--- config.mk ---
export PLATFORM = sky130hd
export DESIGN_NAME = hazard_scoreboard_flat
export DESIGN_NICKNAME = d
export VERILOG_FILES = /design/src/rtl/riscv_hazard_pkg.sv /design/src/rtl/hazard_scoreboard_if.sv /design/src/rtl/hazard_sb_entry.sv /design/src/rtl/hazard_scoreboard.sv /design/src/flat_wrapper.sv
export SDC_FILE = /design/constraint.sdc
export NUM_CORES = 1
export LEC_CHECK = 0
export ABC_CLOCK_PERIOD_IN_PS = 2700
export BUFFER_PORTS_ARGS = -buffer_cell sky130_fd_sc_hd__buf_2
export CAP_MARGIN = 5
export CELL_PAD_IN_SITES_DETAIL_PLACEMENT = 1
export CELL_PAD_IN_SITES_GLOBAL_PLACEMENT = 1
export CORE_ASPECT_RATIO = 0.5
export CORE_MARGIN = 2
export CORE_UTILIZATION = 36
export DETAILED_ROUTE_END_ITERATION = 8
export GPL_ROUTABILITY_DRIVEN = 0
export PLACE_DENSITY_LB_ADDON = 0.1
export SLEW_MARGIN = 30
export SYNTH_ARGS = -nofsm -noshare
export SYNTH_HDL_FRONTEND = slang
export SYNTH_SLANG_ARGS = --single-unit
--- constraint.sdc ---
create_clock -name clk -period 2.7 [get_ports clk]
set_input_delay 0.135 -clock clk [delete_from_list [all_inputs] [get_ports clk]]
set_output_delay 0.135 -clock clk [all_outputs]
set_load 0.03 [all_outputs]
--- src/rtl/riscv_hazard_pkg.sv ---
// Shared encodings and scoreboard entry layout for the hazard unit.
// Entry fields are sized for the largest supported configuration; users zero-extend.
package riscv_hazard_pkg;

   localparam logic [1:0] FWD_RF  = 2'b00;
   localparam logic [1:0] FWD_WB  = 2'b01;
   localparam logic [1:0] FWD_MEM = 2'b10;

   localparam int SB_RD_W  = 8;
   localparam int SB_CNT_W = 6;

   typedef struct packed {
      logic                valid;
      logic [SB_RD_W-1:0]  rd;
      logic [SB_CNT_W-1:0] cnt;
   } entry_t;

   // MEM beats WB; x0 is never forwarded.
   function automatic logic [1:0] fwd_sel(input logic               wr_mem,
                                          input logic [SB_RD_W-1:0] rd_mem,
                                          input logic               wr_wb,
                                          input logic [SB_RD_W-1:0] rd_wb,
                                          input logic [SB_RD_W-1:0] rs);
      if (wr_mem && rd_mem != '0 && rd_mem == rs) return FWD_MEM;
      if (wr_wb && rd_wb != '0 && rd_wb == rs) return FWD_WB;
      return FWD_RF;
   endfunction

endpackage

--- src/rtl/hazard_scoreboard_if.sv ---
// Pipeline-to-hazard-unit bundle: stage operand info in, stall/forward/writeback controls out.
interface hazard_scoreboard_if #(
   parameter int NREG_W   = 5,
   parameter int NUM_LONG = 2,
   parameter int MAX_LAT  = 8
);
   localparam int LAT_W = $clog2(MAX_LAT + 1);
   localparam int IDX_W = (NUM_LONG > 1) ? $clog2(NUM_LONG) : 1;

   logic                 issue_ID;
   logic [NREG_W-1:0]    rs1n_ID, rs2n_ID, rdn_ID;
   logic                 use_rs1_ID, use_rs2_ID, RegWrite_ID;
   logic                 long_ID;
   logic [LAT_W-1:0]     lat_ID;
   logic [NREG_W-1:0]    rs1n_EX, rs2n_EX, rdn_EX;
   logic                 MemToReg_EX;
   logic                 RegWrite_MEM, RegWrite_WB;
   logic [NREG_W-1:0]    rdn_MEM, rdn_WB;
   logic                 BranchIsTaken_EX, Exception_WB;
   logic [1:0]           ForwardSrc1_EX, ForwardSrc2_EX;
   logic                 Stall_IF, Stall_ID, Flush_EX;
   logic                 long_wb_valid;
   logic [NREG_W-1:0]    long_wb_rdn;
   logic [IDX_W-1:0]     long_wb_idx;
   logic [2**NREG_W-1:0] busy_regs;

   modport master (
      output issue_ID, rs1n_ID, rs2n_ID, rdn_ID, use_rs1_ID, use_rs2_ID, RegWrite_ID,
             long_ID, lat_ID, rs1n_EX, rs2n_EX, rdn_EX, MemToReg_EX, RegWrite_MEM,
             RegWrite_WB, rdn_MEM, rdn_WB, BranchIsTaken_EX, Exception_WB,
      input  ForwardSrc1_EX, ForwardSrc2_EX, Stall_IF, Stall_ID, Flush_EX,
             long_wb_valid, long_wb_rdn, long_wb_idx, busy_regs
   );

   modport slave (
      input  issue_ID, rs1n_ID, rs2n_ID, rdn_ID, use_rs1_ID, use_rs2_ID, RegWrite_ID,
             long_ID, lat_ID, rs1n_EX, rs2n_EX, rdn_EX, MemToReg_EX, RegWrite_MEM,
             RegWrite_WB, rdn_MEM, rdn_WB, BranchIsTaken_EX, Exception_WB,
      output ForwardSrc1_EX, ForwardSrc2_EX, Stall_IF, Stall_ID, Flush_EX,
             long_wb_valid, long_wb_rdn, long_wb_idx, busy_regs
   );

endinterface

--- src/rtl/hazard_sb_entry.sv ---
// One long-latency scoreboard slot: load, count down to 1, hold until granted, then free.
module hazard_sb_entry
   import riscv_hazard_pkg::*;
(
   input  logic                clk,
   input  logic                rst,
   input  logic                freeze,
   input  logic                load,
   input  logic                grant,
   input  logic [SB_RD_W-1:0]  load_rd,
   input  logic [SB_CNT_W-1:0] load_cnt,
   output entry_t              ent
);

   entry_t ent_q, ent_d;

   always_comb begin
      ent_d = ent_q;
      if (freeze) begin
         ent_d = ent_q;
      end else if (grant) begin
         ent_d = '0;
      end else if (load) begin
         ent_d.valid = 1'b1;
         ent_d.rd    = load_rd;
         ent_d.cnt   = load_cnt;
      end else if (ent_q.valid && ent_q.cnt > SB_CNT_W'(1)) begin
         ent_d.cnt = ent_q.cnt - SB_CNT_W'(1);
      end
   end

   always_ff @(posedge clk or negedge rst) begin
      if (!rst) ent_q <= '0;
      else      ent_q <= ent_d;
   end

   assign ent = ent_q;

endmodule

--- src/rtl/hazard_scoreboard.sv ---
// Hazard unit: EX forwarding, load-use and long-op scoreboard stalls, and the
// single-port writeback arbiter for completed long ops.
module hazard_scoreboard
   import riscv_hazard_pkg::*;
#(
   parameter int NREG_W   = 5,
   parameter int NUM_LONG = 2,
   parameter int MAX_LAT  = 8
) (
   input  logic               clk,
   input  logic               rst,
   hazard_scoreboard_if.slave hz
);

   localparam int IDX_W = (NUM_LONG > 1) ? $clog2(NUM_LONG) : 1;
   localparam int NREGS = 2**NREG_W;

   entry_t [NUM_LONG-1:0] ents;
   logic   [NUM_LONG-1:0] free_v, load_v, grant_v;
   logic   [SB_RD_W-1:0]  rs1_id, rs2_id, rd_id;
   logic   [SB_CNT_W-1:0] lat_clamped;
   logic                  src1_used, src2_used, rd_writes;
   logic                  load_use, sb_raw, sb_waw, struct_full;
   logic                  hazard, accept, alloc, stall;
   logic                  free_found, grant_found;
   logic   [NREG_W-1:0]   grant_rd;
   logic   [IDX_W-1:0]    grant_idx;
   logic   [NREGS-1:0]    busy;

   assign rs1_id    = SB_RD_W'(hz.rs1n_ID);
   assign rs2_id    = SB_RD_W'(hz.rs2n_ID);
   assign rd_id     = SB_RD_W'(hz.rdn_ID);
   assign src1_used = hz.use_rs1_ID && hz.rs1n_ID != '0;
   assign src2_used = hz.use_rs2_ID && hz.rs2n_ID != '0;
   assign rd_writes = hz.RegWrite_ID && hz.rdn_ID != '0;

   assign load_use = hz.MemToReg_EX && hz.rdn_EX != '0 &&
                     ((hz.use_rs1_ID && hz.rs1n_ID == hz.rdn_EX) ||
                      (hz.use_rs2_ID && hz.rs2n_ID == hz.rdn_EX));

   always_comb begin
      lat_clamped = SB_CNT_W'(hz.lat_ID);
      if (hz.lat_ID == '0 || int'(hz.lat_ID) > MAX_LAT) lat_clamped = SB_CNT_W'(MAX_LAT);
   end

   // A granted entry stays valid until the edge, so it never shows up as free
   // in the cycle it writes back.
   always_comb begin
      sb_raw      = 1'b0;
      sb_waw      = 1'b0;
      struct_full = 1'b1;
      free_found  = 1'b0;
      grant_found = 1'b0;
      grant_rd    = '0;
      grant_idx   = '0;
      busy        = '0;
      free_v      = '0;
      grant_v     = '0;
      for (int i = 0; i < NUM_LONG; i++) begin
         if (ents[i].valid) begin
            if (src1_used && ents[i].rd == rs1_id) sb_raw = 1'b1;
            if (src2_used && ents[i].rd == rs2_id) sb_raw = 1'b1;
            if (rd_writes && ents[i].rd == rd_id)  sb_waw = 1'b1;
            busy[ents[i].rd[NREG_W-1:0]] = 1'b1;
            if (!grant_found && !hz.Exception_WB && ents[i].cnt == SB_CNT_W'(1)) begin
               grant_found = 1'b1;
               grant_v[i]  = 1'b1;
               grant_rd    = ents[i].rd[NREG_W-1:0];
               grant_idx   = IDX_W'(i);
            end
         end else begin
            struct_full = 1'b0;
            if (!free_found) begin
               free_found = 1'b1;
               free_v[i]  = 1'b1;
            end
         end
      end
      busy[0] = 1'b0;
   end

   assign hazard = load_use | sb_raw | sb_waw | (hz.long_ID & struct_full);
   assign accept = hz.issue_ID & ~hazard & ~hz.BranchIsTaken_EX & ~hz.Exception_WB;
   assign alloc  = accept & hz.long_ID & rd_writes;
   assign load_v = free_v & {NUM_LONG{alloc}};
   assign stall  = rst & hz.issue_ID & hazard;

   for (genvar g = 0; g < NUM_LONG; g++) begin : g_ent
      hazard_sb_entry u_ent (
         .clk      (clk),
         .rst      (rst),
         .freeze   (hz.Exception_WB),
         .load     (load_v[g]),
         .grant    (grant_v[g]),
         .load_rd  (rd_id),
         .load_cnt (lat_clamped),
         .ent      (ents[g])
      );
   end

   // Forward/stall paths are purely combinational, so gate them with reset;
   // the writeback port and bitmap are already zero from the cleared entries.
   assign hz.ForwardSrc1_EX = rst ? fwd_sel(hz.RegWrite_MEM, SB_RD_W'(hz.rdn_MEM), hz.RegWrite_WB,
                                            SB_RD_W'(hz.rdn_WB), SB_RD_W'(hz.rs1n_EX)) : FWD_RF;
   assign hz.ForwardSrc2_EX = rst ? fwd_sel(hz.RegWrite_MEM, SB_RD_W'(hz.rdn_MEM), hz.RegWrite_WB,
                                            SB_RD_W'(hz.rdn_WB), SB_RD_W'(hz.rs2n_EX)) : FWD_RF;
   assign hz.Stall_IF       = stall;
   assign hz.Stall_ID       = stall;
   assign hz.Flush_EX       = stall;
   assign hz.long_wb_valid  = grant_found;
   assign hz.long_wb_rdn    = grant_rd;
   assign hz.long_wb_idx    = grant_idx;
   assign hz.busy_regs      = busy;

endmodule

--- src/flat_wrapper.sv ---
// flat-port wrapper written by rule: the top's interface ports become plain ports
module hazard_scoreboard_flat import riscv_hazard_pkg::*;
#(
   parameter int NREG_W   = 5,
   parameter int NUM_LONG = 2,
   parameter int MAX_LAT  = 8
)
  (clk, rst, hz_issue_ID, hz_rs1n_ID, hz_rs2n_ID, hz_rdn_ID, hz_use_rs1_ID, hz_use_rs2_ID, hz_RegWrite_ID, hz_long_ID, hz_lat_ID, hz_rs1n_EX, hz_rs2n_EX, hz_rdn_EX, hz_MemToReg_EX, hz_RegWrite_MEM, hz_RegWrite_WB, hz_rdn_MEM, hz_rdn_WB, hz_BranchIsTaken_EX, hz_Exception_WB, hz_ForwardSrc1_EX, hz_ForwardSrc2_EX, hz_Stall_IF, hz_Stall_ID, hz_Flush_EX, hz_long_wb_valid, hz_long_wb_rdn, hz_long_wb_idx, hz_busy_regs);
  hazard_scoreboard_if #(.NREG_W(NREG_W), .NUM_LONG(NUM_LONG), .MAX_LAT(MAX_LAT)) hz_i ();
  input  logic clk;
  input  logic rst;
  input wire logic [$bits(hz_i.issue_ID)-1:0] hz_issue_ID;
  input wire logic [$bits(hz_i.rs1n_ID)-1:0] hz_rs1n_ID;
  input wire logic [$bits(hz_i.rs2n_ID)-1:0] hz_rs2n_ID;
  input wire logic [$bits(hz_i.rdn_ID)-1:0] hz_rdn_ID;
  input wire logic [$bits(hz_i.use_rs1_ID)-1:0] hz_use_rs1_ID;
  input wire logic [$bits(hz_i.use_rs2_ID)-1:0] hz_use_rs2_ID;
  input wire logic [$bits(hz_i.RegWrite_ID)-1:0] hz_RegWrite_ID;
  input wire logic [$bits(hz_i.long_ID)-1:0] hz_long_ID;
  input wire logic [$bits(hz_i.lat_ID)-1:0] hz_lat_ID;
  input wire logic [$bits(hz_i.rs1n_EX)-1:0] hz_rs1n_EX;
  input wire logic [$bits(hz_i.rs2n_EX)-1:0] hz_rs2n_EX;
  input wire logic [$bits(hz_i.rdn_EX)-1:0] hz_rdn_EX;
  input wire logic [$bits(hz_i.MemToReg_EX)-1:0] hz_MemToReg_EX;
  input wire logic [$bits(hz_i.RegWrite_MEM)-1:0] hz_RegWrite_MEM;
  input wire logic [$bits(hz_i.RegWrite_WB)-1:0] hz_RegWrite_WB;
  input wire logic [$bits(hz_i.rdn_MEM)-1:0] hz_rdn_MEM;
  input wire logic [$bits(hz_i.rdn_WB)-1:0] hz_rdn_WB;
  input wire logic [$bits(hz_i.BranchIsTaken_EX)-1:0] hz_BranchIsTaken_EX;
  input wire logic [$bits(hz_i.Exception_WB)-1:0] hz_Exception_WB;
  output wire logic [$bits(hz_i.ForwardSrc1_EX)-1:0] hz_ForwardSrc1_EX;
  output wire logic [$bits(hz_i.ForwardSrc2_EX)-1:0] hz_ForwardSrc2_EX;
  output wire logic [$bits(hz_i.Stall_IF)-1:0] hz_Stall_IF;
  output wire logic [$bits(hz_i.Stall_ID)-1:0] hz_Stall_ID;
  output wire logic [$bits(hz_i.Flush_EX)-1:0] hz_Flush_EX;
  output wire logic [$bits(hz_i.long_wb_valid)-1:0] hz_long_wb_valid;
  output wire logic [$bits(hz_i.long_wb_rdn)-1:0] hz_long_wb_rdn;
  output wire logic [$bits(hz_i.long_wb_idx)-1:0] hz_long_wb_idx;
  output wire logic [$bits(hz_i.busy_regs)-1:0] hz_busy_regs;
  assign hz_i.issue_ID = hz_issue_ID;
  assign hz_i.rs1n_ID = hz_rs1n_ID;
  assign hz_i.rs2n_ID = hz_rs2n_ID;
  assign hz_i.rdn_ID = hz_rdn_ID;
  assign hz_i.use_rs1_ID = hz_use_rs1_ID;
  assign hz_i.use_rs2_ID = hz_use_rs2_ID;
  assign hz_i.RegWrite_ID = hz_RegWrite_ID;
  assign hz_i.long_ID = hz_long_ID;
  assign hz_i.lat_ID = hz_lat_ID;
  assign hz_i.rs1n_EX = hz_rs1n_EX;
  assign hz_i.rs2n_EX = hz_rs2n_EX;
  assign hz_i.rdn_EX = hz_rdn_EX;
  assign hz_i.MemToReg_EX = hz_MemToReg_EX;
  assign hz_i.RegWrite_MEM = hz_RegWrite_MEM;
  assign hz_i.RegWrite_WB = hz_RegWrite_WB;
  assign hz_i.rdn_MEM = hz_rdn_MEM;
  assign hz_i.rdn_WB = hz_rdn_WB;
  assign hz_i.BranchIsTaken_EX = hz_BranchIsTaken_EX;
  assign hz_i.Exception_WB = hz_Exception_WB;
  assign hz_ForwardSrc1_EX = hz_i.ForwardSrc1_EX;
  assign hz_ForwardSrc2_EX = hz_i.ForwardSrc2_EX;
  assign hz_Stall_IF = hz_i.Stall_IF;
  assign hz_Stall_ID = hz_i.Stall_ID;
  assign hz_Flush_EX = hz_i.Flush_EX;
  assign hz_long_wb_valid = hz_i.long_wb_valid;
  assign hz_long_wb_rdn = hz_i.long_wb_rdn;
  assign hz_long_wb_idx = hz_i.long_wb_idx;
  assign hz_busy_regs = hz_i.busy_regs;
  hazard_scoreboard #(.NREG_W(NREG_W), .NUM_LONG(NUM_LONG), .MAX_LAT(MAX_LAT)) u_core (.clk(clk), .rst(rst), .hz(hz_i));
endmodule
==> results by group <==
Layout
  • Nets: ~480
  • Post-layout util: 0.4620
  • Max reg flops: 24
  • Most common cell after layout, fill and taps aside: buf_2
  • Antenna cells: 0
  • Layout cells sized above 1: 0.3092
  • Most frequent cells in the layout: buf_2, xnor2_1, o22ai_1, xor2_1, dfrtp_1
  • Synth-to-Final Area Change: 25.67%

Timing
  • Final setup vio count: 0
  • Final period util: 0.9425
  • Unrepaired setup endpoints after global routing: no
  • Slew @ Worst Pin: about 0.6 ns
  • Clk_skew: ~0.0017 ns
  • Worst slew margin: 0.5995
  • Min cycle time layout: approximately 2.5 ns
  • Fin Hold WS: 0.1826 ns
  • Fin. max-slew vios: 0
  • Fmax: between 300 and 400 MHz
  • Total Negative Setup Slacks: 0 ns
  • Final hold vios: 0
  • Final WS setup: around 0.16 ns

Floorplanning
  • Row cnt: 22
  • Core area: between 7000 and 8000 sq um
  • Ports: just over 100
  • Overall die width: roughly 130 microns
  • Die Y: around 65 microns
  • Initial Utilization: 0.3676
  • Full die area: roughly 8000 sq um

Yosys
  • Mux contribution to synthesized area: 0.03996
  • Post-Synthesis Cells: 326
  • Register area share after synthesis: 0.2257
  • Compound-cell area share of the yosys netlist: 0.1678
  • Yosys warning count: 0
  • Post-Synth Simple-Gate Area: 0.2685
  • Net Count, Synth: a little under 400
  • Largest family of logic cells by synthesized area: simple AND/OR/NAND/NOR gates
  • Post-synthesis cell type count: 42
  • Post-synthesis xor/xnor area fraction: 0.2304
  • Flops & latches, synth: 24
  • Top cell type's share of synthesized area: 0.2257
  • Adder and majority gate portion of the synthesized area: 0.01881
  • Mean Syn Cell Area: a little over 8 sq um
  • Top cells by area, synth: dfrtp_1, xnor2_1, o22ai_1
  • Syn Std Cell Area: 2661 sq um
  • Area leader, netlist: dfrtp_1

Drt
  • Via count: 2890
  • Pre-antenna DRT Iters: 4
  • Iteration-0 DRC Markers: 94
  • Wirelength per Cell: 18.51 microns
  • Vias per cell: 5.667
  • DRC: 0
  • Detail Route Antenna Nets: 0
  • Post-Route WL: ~9.4 mm

Global route
  • GRT Resource Usage Total: 0.2273
  • Vias in the first global route: between 2k and 3k
  • Largest net degree at the start of global routing: 28
  • GRT Residual Overflow: 0
  • First-pass GRT wire length: 14.96 mm
  • Initial antenna violation count: 0

CTS
  • Clock-pin slew on the worst setup and hold paths: 0.07 ns
  • Sink Count: 24
  • H-tree depth: 1
  • Clock root buffer: clkbuf_16
  • CTS Buf Count: 3
  • CTS tree: done
  • Clock latency on the worst-skew pair: approximately 0.26 ns
  • Clk buf depth: 2

Placed design
  • DP Wirelength: roughly 7.4 mm
  • Place WS: a little under 0.4 ns
  • Input/output buffers: 100

Power and ir drop
  • P per Cell Area: between 700 and 800 nW/um^2
  • Max VDD drop: 281.6 uV
  • Leak pwr: between 1 and 1.5 nW

Worst setup path
  • CP Capture Type: primary output
  • Kind of start point of the critical path: register
  • CP Data Arrival Time: 2.41 ns
  • Worst EP required: roughly 2.6 ns
  • Critical path fanouts, max: 13
  • Setup CP Type: reg -> out

Worst hold path
  • HP Class: in -> reg

Status
  • Outcome: finished clean

Flow run
  • Maxcap violations: 0
-- stage by stage --
stage,cell area [sq um],total power (W),instances
2_1_floorplan,2661,0.001682,326
3_3_place_gp,3221,0.002001,505
3_5_place_dp,3221,0.002056,505
4_1_cts,3336,0.002499,510
5_1_grt,3344,0.002682,510
6_report,3344,0.002496,510
-- layer usage --
| metal | global-route usage | up-vias | part of all wire | wire [microns] |
|---|---|---|---|---|
| li1 | - | 1371 | - | - |
| met4 | 0.04444 | 0 | 0.011 | 105 |
| met5 | 0 | - | 0 | 0 |
| met2 | 0.4081 | 91 | 0.46 | 4295 |
| met1 | 0.3001 | 1419 | 0.48 | 4538 |
| met3 | 0.02477 | 9 | 0.053 | 500 |
-- cell usage after synthesis (all sizes together) --
library cell and count:
or3 6, and2 3, a22o 5, nand2b 4, o21ai 12, nor2 13
a31oi 1, nor3b 1, a21oi 4, xor2 22, o22ai 32, nor3 7
xnor2 48, mux2i 5, ha 4, o21a 1, clkbuf 13, a21o 1
nor4 13, or4 9, and4bb 1, dfrtp 24, nand3b 10, nand2 17
a32oi 1, conb 1, a32o 1, inv 8, mux2 5, o211ai 3
nand3 17, o32ai 1, nand4 7, o31ai 2, or3b 5, nor2b 5
buf 8, a211o 2, and3 1, or2 3
-- layout make-up --
| class | instances | area [sq um] |
|---|---|---|
| fillers | 898 | 3895 |
| well taps | 96 | 120.1 |
| inverters | 8 | 30.03 |
| multi-input cells | 273 | 1946 |
| repair buffers | 105 | 540.5 |
| clock buffers | 3 | 75.07 |
| flip-flops and latches | 24 | 603.1 |
| clock inverters | 1 | 30.03 |
-- worst max-delay path: stages, from the launching register on --
cell and delay (ns):
dfrtp_1 0.63, xnor2_1 0.17, nand4_1 0.10, o32ai_1 0.50
a32oi_4 0.20, a31oi_1 0.30, buf_2 0.25
-- final timing paths --
kind                                              startpoint                      endpoint  slack [ns]  depth (start not counted)
worst max register to register  u_core.g_ent[0].u_ent.ent[8]  u_core.g_ent[1].u_ent.ent[7]        0.37                          6
worst max-delay path            u_core.g_ent[0].u_ent.ent[8]                   hz_Stall_IF        0.16                          6
worst min register to register  u_core.g_ent[0].u_ent.ent[5]  u_core.g_ent[0].u_ent.ent[5]        0.57                          2
max in group asynchronous                                rst  u_core.g_ent[1].u_ent.ent[9]        1.91                          3
worst min-delay path                            hz_lat_ID[1]  u_core.g_ent[1].u_ent.ent[1]        0.18                          3
min in group asynchronous                                rst  u_core.g_ent[0].u_ent.ent[3]        0.50                          3
-- logic make-up (layout without fill, tap and decap cells) --
family	after synthesis	in the layout
and+or+nand+nor	122	122
xor gates and xnor gates	70	70
AOI/OAI and AO/OA	66	66
buffers and inverters	29	117
DFF	24	24
muxes	10	10
adders and majority gates	4	4
other	1	1
-- what timing repair did --
action                                 CTS  global route
gates resized for setup                  0             3
endpoints found under the hold margin   24             0
hold buffers                             1             0
setup endpoints to repair                0             3
buffers inserted                         0             0
-- power breakdown --
group	internal, W	leakage, nW	switching (W)
logic	0.000539	1.12	0.000707
clock network	0.000295	0.0511	0.000140
registers	0.000510	0.297	0.000305
(Power assumes the default switching activity.)
